$ cat config.mk
export PLATFORM = sky130hd
export DESIGN_NAME = pc_fetch_sequencer
export DESIGN_NICKNAME = d
export VERILOG_FILES = /design/src/rtl/proc_pkg.sv /design/src/rtl/pc_next_calc.sv /design/src/rtl/pc_fetch_sequencer.sv
export SDC_FILE = /design/constraint.sdc
export NUM_CORES = 1
export LEC_CHECK = 0
export CELL_PAD_IN_SITES_DETAIL_PLACEMENT = 1
export CELL_PAD_IN_SITES_GLOBAL_PLACEMENT = 1
export CORE_ASPECT_RATIO = 0.7
export CORE_MARGIN = 2
export CORE_UTILIZATION = 35
export CTS_BUF_LIST = sky130_fd_sc_hd__clkbuf_16
export DETAILED_ROUTE_END_ITERATION = 7
export PLACE_DENSITY_LB_ADDON = 0.08
export SYNTH_ARGS = -nofsm -noshare
export SYNTH_HDL_FRONTEND = slang
export SYNTH_SLANG_ARGS = --single-unit
$ cat constraint.sdc
create_clock -name clock -period 3.9 [get_ports clock]
set_input_delay 0.585 -clock clock [delete_from_list [all_inputs] [get_ports clock]]
set_output_delay 0.585 -clock clock [all_outputs]
set_load 0.005 [all_outputs]
$ cat src/rtl/proc_pkg.sv
// Shared constants and FSM state encoding for the program-counter fetch sequencer.
package proc_pkg;
  localparam int PC_WIDTH     = 8;
  localparam int MEM_DEPTH    = 11;
  localparam int RESET_VECTOR = 0;
  localparam int OFF_WIDTH    = 5;

  localparam logic [1:0] ST_BOOT  = 2'd0;
  localparam logic [1:0] ST_RUN   = 2'd1;
  localparam logic [1:0] ST_HALT  = 2'd2;
  localparam logic [1:0] ST_FAULT = 2'd3;

  typedef enum logic [1:0] {
    S_BOOT  = ST_BOOT,
    S_RUN   = ST_RUN,
    S_HALT  = ST_HALT,
    S_FAULT = ST_FAULT
  } state_e;
endpackage

$ cat src/rtl/pc_next_calc.sv
// Combinational next-PC candidates: wrapped increment, jump/branch target and
// its out-of-range flag.
module pc_next_calc #(
  parameter int PC_WIDTH  = proc_pkg::PC_WIDTH,
  parameter int MEM_DEPTH = proc_pkg::MEM_DEPTH,
  parameter int OFF_WIDTH = proc_pkg::OFF_WIDTH
) (
  input  logic [PC_WIDTH-1:0]  pc,
  input  logic                 use_jump,
  input  logic [OFF_WIDTH-1:0] branch_offset,
  input  logic [PC_WIDTH-1:0]  jump_target,
  output logic [PC_WIDTH-1:0]  inc_pc,
  output logic [PC_WIDTH-1:0]  tgt_pc,
  output logic                 tgt_oob
);
  logic [PC_WIDTH-1:0] off_sext;

  always_comb begin
    off_sext = {{(PC_WIDTH-OFF_WIDTH){branch_offset[OFF_WIDTH-1]}}, branch_offset};
    // Sequential fetch wraps at the end of memory instead of faulting.
    inc_pc   = (pc >= PC_WIDTH'(MEM_DEPTH-1)) ? '0 : pc + PC_WIDTH'(1);
    tgt_pc   = use_jump ? jump_target : pc + off_sext;
    tgt_oob  = (tgt_pc >= PC_WIDTH'(MEM_DEPTH));
  end
endmodule

$ cat src/rtl/pc_fetch_sequencer.sv
// Program-counter stage: BOOT/RUN/HALT/FAULT sequencing of the fetch address.
// Optional PC_FETCH_COUNT_EN adds a saturating fetch_count output.
module pc_fetch_sequencer #(
  parameter int PC_WIDTH     = proc_pkg::PC_WIDTH,
  parameter int MEM_DEPTH    = proc_pkg::MEM_DEPTH,
  parameter int RESET_VECTOR = proc_pkg::RESET_VECTOR,
  parameter int OFF_WIDTH    = proc_pkg::OFF_WIDTH
) (
  input  logic                 clock,
  input  logic                 reset,
  input  logic                 stall,
  input  logic                 halt_req,
  input  logic                 restart,
  input  logic                 branch_taken,
  input  logic [OFF_WIDTH-1:0] branch_offset,
  input  logic                 jump,
  input  logic [PC_WIDTH-1:0]  jump_target,
  output logic [PC_WIDTH-1:0]  pccounter,
  output logic                 pc_valid,
  output logic                 halted,
  output logic                 fault,
  output logic [PC_WIDTH-1:0]  fault_addr
`ifdef PC_FETCH_COUNT_EN
  ,
  output logic [15:0]          fetch_count
`endif
);
  import proc_pkg::*;

  state_e              state_q, state_d;
  logic [PC_WIDTH-1:0] pc_q, pc_d;
  logic [PC_WIDTH-1:0] fault_addr_q, fault_addr_d;
  logic                pc_valid_q, pc_valid_d;
  logic                halted_q, halted_d;
  logic                fault_q, fault_d;
  logic [PC_WIDTH-1:0] inc_pc, tgt_pc;
  logic                tgt_oob;

  pc_next_calc #(
    .PC_WIDTH (PC_WIDTH),
    .MEM_DEPTH(MEM_DEPTH),
    .OFF_WIDTH(OFF_WIDTH)
  ) u_next (
    .pc           (pc_q),
    .use_jump     (jump),
    .branch_offset(branch_offset),
    .jump_target  (jump_target),
    .inc_pc       (inc_pc),
    .tgt_pc       (tgt_pc),
    .tgt_oob      (tgt_oob)
  );

  always_comb begin
    state_d      = state_q;
    pc_d         = pc_q;
    fault_addr_d = fault_addr_q;
    unique case (state_q)
      S_BOOT: state_d = S_RUN;
      S_RUN: begin
        // Restart acts as a jump to the reset vector through one BOOT bubble.
        if (restart) begin
          state_d = S_BOOT;
          pc_d    = PC_WIDTH'(RESET_VECTOR);
        end else if (halt_req) begin
          state_d = S_HALT;
        end else if (stall) begin
          pc_d = pc_q;
        end else if (jump || branch_taken) begin
          if (tgt_oob) begin
            state_d      = S_FAULT;
            fault_addr_d = tgt_pc;
          end else begin
            pc_d = tgt_pc;
          end
        end else begin
          pc_d = inc_pc;
        end
      end
      S_HALT, S_FAULT: begin
        if (restart) begin
          state_d = S_BOOT;
          pc_d    = PC_WIDTH'(RESET_VECTOR);
        end
      end
      default: state_d = S_BOOT;
    endcase
    pc_valid_d = (state_d == S_RUN);
    halted_d   = (state_d == S_HALT);
    fault_d    = (state_d == S_FAULT);
  end

  always_ff @(posedge clock) begin
    if (reset) begin
      state_q      <= S_BOOT;
      pc_q         <= PC_WIDTH'(RESET_VECTOR);
      fault_addr_q <= '0;
      pc_valid_q   <= 1'b0;
      halted_q     <= 1'b0;
      fault_q      <= 1'b0;
    end else begin
      state_q      <= state_d;
      pc_q         <= pc_d;
      fault_addr_q <= fault_addr_d;
      pc_valid_q   <= pc_valid_d;
      halted_q     <= halted_d;
      fault_q      <= fault_d;
    end
  end

  assign pccounter  = pc_q;
  assign pc_valid   = pc_valid_q;
  assign halted     = halted_q;
  assign fault      = fault_q;
  assign fault_addr = fault_addr_q;

`ifdef PC_FETCH_COUNT_EN
  logic [15:0] fetch_count_q, fetch_count_d;

  always_comb begin
    fetch_count_d = fetch_count_q;
    if (state_q != S_BOOT && restart)
      fetch_count_d = '0;
    else if (state_q == S_RUN && !stall && fetch_count_q != 16'hFFFF)
      fetch_count_d = fetch_count_q + 16'd1;
  end

  always_ff @(posedge clock) begin
    if (reset) fetch_count_q <= '0;
    else       fetch_count_q <= fetch_count_d;
  end

  assign fetch_count = fetch_count_q;
`endif
endmodule

Word level (Yosys, flattened, before mapping) --
Index checks and enable logic that the tools add are counted.
Storage, ports and cells: flip-flop bits (word level) 21, input port bits 20, output and inout port bits 19
Operators by class: add/sub/neg operators 2, order comparisons 2, eq/ne operators 10, muxes and demuxes 16, bitwise logic cells 3, reductions and logical operators 6
Operators by type and width (number):
- 8-bit 2-to-1 mux | 8
- 8-bit by 4-bit >= comparator with 1-bit output (second input constant) | 2
- 8-bit case mux with 2 select lines | 1
- 2-bit 2-to-1 mux | 6
- 8-bit by 1-bit adder with 8-bit output (second input constant) | 1
- 8-bit adder | 1
- 2-bit equality test (second input constant) | 4
- 3-bit != test (second input constant) | 2
- 2-bit case mux with 3 select lines | 1
- 6-bit AND reduction | 1
- 5-bit AND reduction | 1
- 2-bit by 1-bit equality test with 1-bit output (second input constant) | 2
- 4-bit != test (second input constant) | 1
- 1-bit NOT | 3
- 2-bit zero test | 1
- 2-bit != test (second input constant) | 1
- 2-bit nonzero test | 1
- 2-bit OR reduction | 1
- 1-bit logical OR | 1

Depth between registers and ports, before layout --
Gate-level depths: netlist (run 1).
depth after elaboration 10, depth in mapped cells 10, gate-level depth less buffers 9

Cells and area by module --
A second synthesis (run 1) with hierarchy kept.
Second synthesis, totals: cell total of the unflattened synthesis 188, area, all modules 1646.6 µm²
By module, submodules not included:
- pc_fetch_sequencer | times used 1, cells an instance 98, area each 972.2 µm², sequential area each 420.4 µm²
- pc_next_calc | times used 1, cells an instance 90, area each 674.4 µm², sequential area each 0.0 µm²

Worst setup path after synthesis (run 1) --
No wires, ideal clock.
path type input-to-reg, start point input port branch_offset[0], end point register fault_addr_q[2], in the netlist fault_addr[2], arrival 2.975 ns, data required time 3.837 ns, path slack 0.862 ns, stages 10, buffers on the path 1, cell sequence ha_1 > fa_1 > a211oi_2 > o211a_1 > nor3_1 > or4_4 > o21a_1 > buf_6 > mux2_4 > nor2_2
Between the ends: word-level cells in the longest chain between the ends 4
Ends and longest elaborated chain:
- from (decl) | line pc_fetch_sequencer.sv:15 | input logic [OFF_WIDTH-1:0] branch_offset,
- 8-bit adder (*) | line pc_next_calc.sv:22 | tgt_pc = use_jump ? jump_target : pc + off_sext;
- 8-bit 2-to-1 mux (*) | line pc_next_calc.sv:22
- 8-bit by 4-bit >= comparator with 1-bit output | line pc_next_calc.sv:23 | tgt_oob = (tgt_pc >= PC_WIDTH'(MEM_DEPTH));
- 6-bit AND reduction (no line)
- to (signal assigned) | line pc_fetch_sequencer.sv:103 | fault_addr_q <= fault_addr_d;
- to (decl) | line pc_fetch_sequencer.sv:32 | logic [PC_WIDTH-1:0] fault_addr_q, fault_addr_d;
Every way passes the cells marked *; elsewhere a longest branch is shown, timed or not. A chain may end at the register's enable or synchronous reset.

Worst setup path after layout (run 1) --
start point input port branch_offset[0], end point register pc_q[1], in the netlist pccounter[1]
Between the ends: word-level cells in the longest chain between the ends 8, elaborated cells on any way between the ends 11, those cells by class add/sub (1); order compare (1); eq/ne (1); mux (7); reduce/logical (1)
Ends and longest elaborated chain:
- 8-bit adder (*) | line pc_next_calc.sv:22
- 8-bit 2-to-1 mux (*) | line pc_next_calc.sv:22
- parallel branches: the longest is 6 deep, another holds 8-bit by 4-bit >= comparator with 1-bit output
- to (signal assigned) | line pc_fetch_sequencer.sv:95 | pc_q <= PC_WIDTH'(RESET_VECTOR);
- to (signal assigned) | line pc_fetch_sequencer.sv:102 | pc_q <= pc_d;
- to (decl) | line pc_fetch_sequencer.sv:31 | logic [PC_WIDTH-1:0] pc_q, pc_d;
Every way passes the cells marked *. The select of a mux whose other input is x is not followed.

==> flow_results.org, run 1 <==
** Setup path
- Count of buffer and inverter cells on the critical path :: 1
- Cell Chain, Critical Path :: clkdlybuf4s50_1, ha_1, fa_1, a211oi_2, o211a_1, nor3_1, or4_4, o22ai_2, o31ai_2, a32o_1
- On the worst path, the slowest cell contributes a delay of 0.56 ns.
- Of all nets on the critical path, the largest fanout is 8.
- CP max-delay cell :: or4_4
- Worst path arrival time :: 3.64 ns
- Category of the most critical setup path :: input pin to flip-flop
- STA classifies the critical path startpoint as an input pin.
- The worst setup path is captured at a flip-flop.
- Critical path's top delay family :: compound AO/OA/AOI/OAI gates
- For the worst setup path, the data required time is 4.04 ns.

** Synthesis
- After synthesis the netlist holds a flip-flop and latch count of 21.
- Ranked by instance count, the synthesized netlist is headed by 21 x dfxtp_1, 21 x nor2_1, 9 x ha_1.
- Synth area leaders :: dfxtp_1 31%, ha_1 8.4%, nor2_1 5.9%
- Syn_area_per_cell :: about 9.0 sq um
- In this run the cell area of the synthesized design comes to 1340 sq um.
- The number of nets handed over by synthesis was ~180.
- Number of library cell types mapped by synthesis :: 44
- Post-synth top area cell :: dfxtp_1
- Synthesized netlist cell count :: 149
- Sequential elements use 31.4% of the synthesized area.
- Of the total synthesized cell area, the portion taken by XOR and XNOR cells is ~2.6%.
- Of the post-synthesis cell area, the dominant cell type holds 31.4%.
- Post-synth EDFFs :: 0
- Among all flip-flop cells after synthesis, the most frequent one is dfxtp_1.
- Counting flops with an async set or reset pin after synthesis yields a share of 0%.
- Dominant combinational cell family by area after synthesis :: compound AO/OA/AOI/OAI gates
- Simple-gate share of the synthesized area :: between 20% and 30%
- Summing the areas of all compound-gate instances in the mapped netlist gives ~26% of the synthesized area.
- Portion of netlist area occupied by mux cells :: 4.11%
- For this run, the number of Yosys warnings is 0.
- Adder and majority cell fraction of the synthesized area :: 9.91%

** Timing
- The worst pin sits at a relative slew slack of 55.3%.
- The worst path uses 89.6% of the clock period.
- Max-slew violation count :: 0
- For the pin with the worst max-slew slack, the measured transition is 0.662 ns.
- The count of endpoints failing hold in the final timing report was 0.
- Timing would allow up to about 0.29 GHz.
- Setup skew after layout :: 0.00262 ns
- Time the final worst path needs with I/O delays and setup :: about 3.5 ns
- Setup repair after global routing left no endpoint under its margin.
- Setup violations remaining at the end of the flow were counted as 0.
- Post-route setup TNS :: 0 ns

** Route
- Wire length per cell :: 17.3 um
- The count of nets left with antenna violations once routing finished came out at 0.
- Vias post-DR :: 1347
- For this block, the initial DRC count from the detailed router was 101.
- DRT Pass-1 Iters :: 4
- Detailed-route vias per instance :: 5.64
- Detailed-route wire length :: 4140 um
- Drt drc :: 0

** Cells and area
- Finished Core Util :: 51.2%
- The repair_antennas step left the layout with diodes totalling 0.
- The finished layout holds 239 standard cells, fillers aside.
- Layout Nets :: 220
- From synthesis to final layout, the design area changed by 37.9%.
- Cells with a size suffix above 1 make up 8.47% of the layout.

** Global routing
- Wire length of the first global-routing pass :: 6850 um
- Global route total overflow :: 0
- Vias in the first global route :: 1352
- Antenna violations before repair :: 0
- Overall routing resource usage :: 19.9%
- Entering global routing, the biggest net connects 15 pins.

** Floorplan
- Site row count :: 18
- During I/O placement, the number of pins put on the boundary was 39.
- Die Footprint :: 4340 sq um
- The floorplan step set the die height to approximately 56 um.
- Area of the core region :: approximately 3600 sq um
- Die extent in x :: between 70 and 80 um
- Once the floorplan was initialized, standard cells occupied 37.2% of the core.

** Clock tree
- Clock tree synthesis selected as its root buffer the cell clkbuf_16.
- Counting every sink on the clock net gives 21.
- Number of buffers added for setup after CTS :: 0
- Total CTS buffers :: 3
- After clock tree synthesis, the clock-pin slew on the worst setup and hold paths is about 0.06 ns.
- Post-CTS sizing :: 0
- CTS H-tree lvls :: 1
- The longest clock path from root to sink contains 2 buffers.
- Hold-fix buffers, CTS :: 0
- Skew-Pair Late Insertion Delay :: 0.25 ns
- CTS tree :: yes

** Pwr
- The clock network accounts for 39.8% of the total power.
- The analysis attributes to cell leakage a power of 0.000672 uW.
- Power spread over the standard cell area amounts to slightly below 300 nW/um^2.
- Net switching is 24.3% of the power.
- Relative contribution of combinational cells to total power :: 18.5%
- Share of total power in sequential cells :: 41.7%
- The internal power of the cells totals 407 uW.
- The analysis attributes to net switching a power of 131 uW.
- The worst-case IR drop observed on VDD is 0.198 mV.

** Place
- Buffers on Ports :: 38
- Including well taps, the total number of placed cells is 235.
- At the end of routability-driven placement, the weighted congestion stood at just under 0.9.
- Dpl hpwl :: 3330 um

** Hold path
- Tightest Hold Check Type :: flip-flop to flip-flop

** Flow run
- Across the run, the number of max-cap violations was 0.

** Outcome
- Run status :: finished clean
[per-layer routing]
metal	routed length, um	share of wire (%)	GRT usage, %	vias up
met3	260	6.3	4.87	0
met4	0	0	2.26	0
li1	-	-	-	652
met5	0	0	0	-
met2	1860	45	32.5	36
met1	2030	49	27.6	659
[path summary, 6_finish.rpt]
path | slack, ns | from | depth (start not counted) | end
max | 0.40 | branch_offset[0] | 10 | pccounter[1]
min | 0.51 | fault_addr[1] | 2 | fault_addr[1]
max reg2reg | 0.77 | pccounter[1] | 8 | pccounter[1]
min reg2reg | 0.51 | fault_addr[1] | 2 | fault_addr[1]
[placed cells by master, fill, tap and decap left out, drive strengths merged, types with 4 or more instances in the layout]
cell	Yosys	final
nor2	22	22
nand2	5	5
nor3	5	5
dfxtp	21	21
a32o	5	5
mux2i	4	4
nor2b	4	4
ha	9	9
a21oi	8	8
and2	4	4
clkdlybuf4s50	0	38
a211oi	6	6
o22ai	7	7
[worst min-delay path, stage by stage, from the launching register on]
cell	delay, ns
dfxtp_1	0.31
nor2_1	0.10
a211oi_1	0.05
[final cells by class]
type                       count  area, sq um
clock inverter                 1         5.00
multi-input combinational    121          877
clock buffer                   3         75.1
fill                         416         1760
timing repair buffer          40          395
tap                           50         62.6
sequential                    21          420
inverter                       3         11.3
[power groups by stage]
stage | Combinational [uW] | Clock [uW] | Sequential, uW
4_1_cts | 99.3 | 217 | 224
2_1_floorplan | 52.3 | 0 | 228
5_1_grt | 109 | 226 | 225
3_3_place_gp | 95.5 | 0 | 229
3_5_place_dp | 98.1 | 0 | 229
6_report | 99.6 | 214 | 224
[logic make-up (layout without fill, tap and decap cells)]
group / after synthesis / after routing
AOI/OAI and AO/OA: 44 / 44
xor gates and xnor gates: 4 / 4
adders and majority gates: 10 / 10
buffers and inverters: 7 / 47
DFF: 21 / 21
muxes: 5 / 5
and+or+nand+nor: 58 / 58
[flip-flops by register name, summed over array words and instances, names as in the netlist]
register    count
fault_addr      8
pc_valid        1
fault           1
pccounter       8
halted          1
state_q         2
[metrics by stage]
stage | worst slack, ns | hold slack [ns] | total power [uW] | instance area [sq um]
after global placement | 0.307 | 0.501 | 324 | 1770
after CTS | 0.409 | 0.505 | 541 | 1850
after global routing | 0.214 | 0.538 | 560 | 1850
after detailed placement | 0.158 | 0.499 | 327 | 1770
after floorplan | 0.862 | 0.485 | 280 | 1340
final | 0.404 | 0.507 | 538 | 1850
Note: power is estimated with default switching activity, not from simulation.
==> run 2, diff against run 1 <==
- CORE_UTILIZATION: 35 -> 37
- REMOVE_ABC_BUFFERS: default -> 1
- clock period: 3.9 -> 4.4 ns (I/O delays scaled with it)
==> flow_results.org, run 2 (synthesis gave the netlist of run 1 again) <==
** Outcome
- The flow ran to the end, and the final reports show no timing, DRC or antenna violations.

** Route
- Violation count after the first detailed-routing iteration :: 45
- Wire length per cell :: 17.1 um
- Vias post-DR :: approximately 1400
- DRT Pass-1 Iters :: 4
- Antenna viol nets, final :: 0
- Drt drc :: 0
- The final layout contains routed wiring with a total length of 4070 um.
- Detailed-route vias per instance :: 5.75

** Timing
- Max-slew violation count :: 0
- Final hold vios :: 0
- Period Utilization, post-route :: between 70% and 80%
- Achievable Freq :: 0.286 GHz
- Setup violations remaining at the end of the flow were counted as 0.
- Unrepaired setup endpoints after global routing :: false
- Post-route setup TNS :: 0 ns
- Time the final worst path needs with I/O delays and setup :: 3.49 ns
- The worst pin sits at a relative slew slack of 57.9%.
- Setup skew after layout :: 0.00263 ns
- For the pin with the worst max-slew slack, the measured transition is 0.628 ns.

** Cells and area
- Finished Core Util :: 52.7%
- Count of antenna diodes in the layout :: 0
- After the last flow step, the layout net total stands at ~220.
- Leading cell types in the layout, fill and taps excluded :: 38 x clkdlybuf4s50_1, 21 x nor2_1, 21 x dfxtp_1
- Fill count :: about 400
- Most common cell after layout, fill and taps aside :: clkdlybuf4s50_1
- The area growth from synthesis to layout is 37.3%.
- Once layout is done, the placed cells without fillers occupy 1840 sq um.
- Of the cells placed in the final design, the portion with a size suffix greater than 1 is 7.45%.

** Floorplan
- Once the floorplan was initialized, standard cells occupied 38.4% of the core.
- During I/O placement, the number of pins put on the boundary was 39.
- In this run the vertical extent of the chip is 54.3 um.
- Area of the core region :: 3490 sq um
- Die Footprint :: 4120 sq um
- Die extent in x :: between 70 and 80 um
- The floorplan has 18 rows.

** Pwr
- The share of total power dissipated in sequential elements is 41.9%.
- Fraction of power consumed by the clock network :: 39.9%
- For this design the ratio of total power to cell area is 258 nW/um^2.
- Relative contribution of combinational cells to total power :: 18.2%
- Across the VDD grid, the largest voltage drop is 0.145 mV.
- The internal portion of the total power is 359 uW.
- Net switching is 24.3% of the power.
- Summed over all cells, the static leakage comes to 0.000669 uW.
- Summed over all nets, the switching power comes to 115 uW.

** Setup path
- Top fanout value on the critical path :: 8
- On the worst path, the slowest cell contributes a delay of 0.55 ns.
- Traced cell by cell, the critical path runs through clkdlybuf4s50_1, ha_1, fa_1, a211oi_2, o211a_1, nor3_1, or4_4, o22ai_2, o31ai_2, a32o_1.
- The slowest stage of the critical path is the or4_4 cell.
- The worst setup path is captured at a flip-flop.
- Data required time of the critical path :: between 4 and 5 ns
- The worst register-to-register path has a depth of 9.
- STA classifies the critical path startpoint as an input pin.
- Category of the most critical setup path :: input pin to flip-flop
- Worst path arrival time :: ~3.6 ns

** Clock tree
- The number of gates resized after CTS was 0.
- Total CTS buffers :: 3
- Sinks on the clock net :: 21
- In this run the deepest clock path goes through 2 buffers.
- Clk root buf :: clkbuf_16
- CTS H-tree lvls :: 1
- Number of buffers added for setup after CTS :: 0
- Clock-pin slew was measured on the worst setup and hold paths at ~0.060 ns.
- Clock latency on the worst-skew pair, taken at its later pin, is ~0.25 ns.
- CTS tree :: yes
- Hold-fix buffers, CTS :: 0

** Place
- Final weighted congestion of routability-driven global placement :: 0.787
- Once placement finished, the instance area stood at roughly 1800 sq um.
- Dpl hpwl :: 3210 um
- Buffers on Ports :: 38

** Global routing
- Vias in the first global route :: 1331
- Pin count of the biggest net entering global routing :: 15
- The first global-routing pass estimated 6410 um of wire.
- Antenna violations before repair :: 0
- After global routing the overflow that remains totals 0.
- Overall routing resource usage :: 21.1%

** Flow run
- Max capacitance violation total :: 0

** Hold path
- Number of cells on the worst hold path :: 2
- The min-delay analysis places its worst path in the category flip-flop to flip-flop.
[run 2: changes by cell type in the layout (fill, tap and decap cells not counted), sizes merged]
cell	delta
clkinv	-1
inv	+1
buf	-1
[run 2: critical path: cells and delay by family]
| family | cells | cell delay (ns) |
|---|---|---|
| compound gates | 5 | 1.29 |
| fa+ha+maj | 2 | 0.66 |
| simple gates | 2 | 0.61 |
| buf+inv | 1 | 0.40 |
[run 2: per-stage QoR]
step,std cells,power (uW),hold slack [ns],setup WS [ns]
after detailed placement,234,288,0.513,0.658
after global routing,238,493,0.541,0.713
after global placement,234,285,0.491,0.681
after floorplan,145,244,0.485,1.27
after CTS,238,476,0.524,0.890
final,238,474,0.518,0.907
[run 2: metal layers]
layer,part of all wire [%],global-route usage [%]
met5,0,0
met4,1.1,4.97
met1,47,27.5
met2,47,34.9
met3,5.2,5.52
[run 2: layout make-up]
class	count	area, sq um	area share, %
clock buffer	3	75.1	4.08
tap	50	62.6	3.40
multi-input combinational	121	877	47.7
sequential	21	420	22.9
inverter	3	11.3	0.613
timing repair buffer	39	388	21.1
clock inverter	1	3.75	0.204
[run 2: path summary, 6_finish.rpt]
| check | slack [ns] | to | start |
|---|---|---|---|
| worst max register to register | 1.32 | pccounter[1] | pccounter[0] |
| worst min-delay path | 0.52 | fault_addr[0] | fault_addr[0] |
| worst max-delay path | 0.91 | pccounter[1] | branch_offset[0] |
| worst min register to register | 0.52 | fault_addr[0] | fault_addr[0] |
[run 2: power by group through the flow]
stage	combinational, uW	clock, uW	sequential [uW]
final	86.2	189	199
after global routing	94.9	199	199
after CTS	86.1	191	199
after detailed placement	85.1	0	203
after global placement	82.7	0	202
after floorplan	41.9	0	202
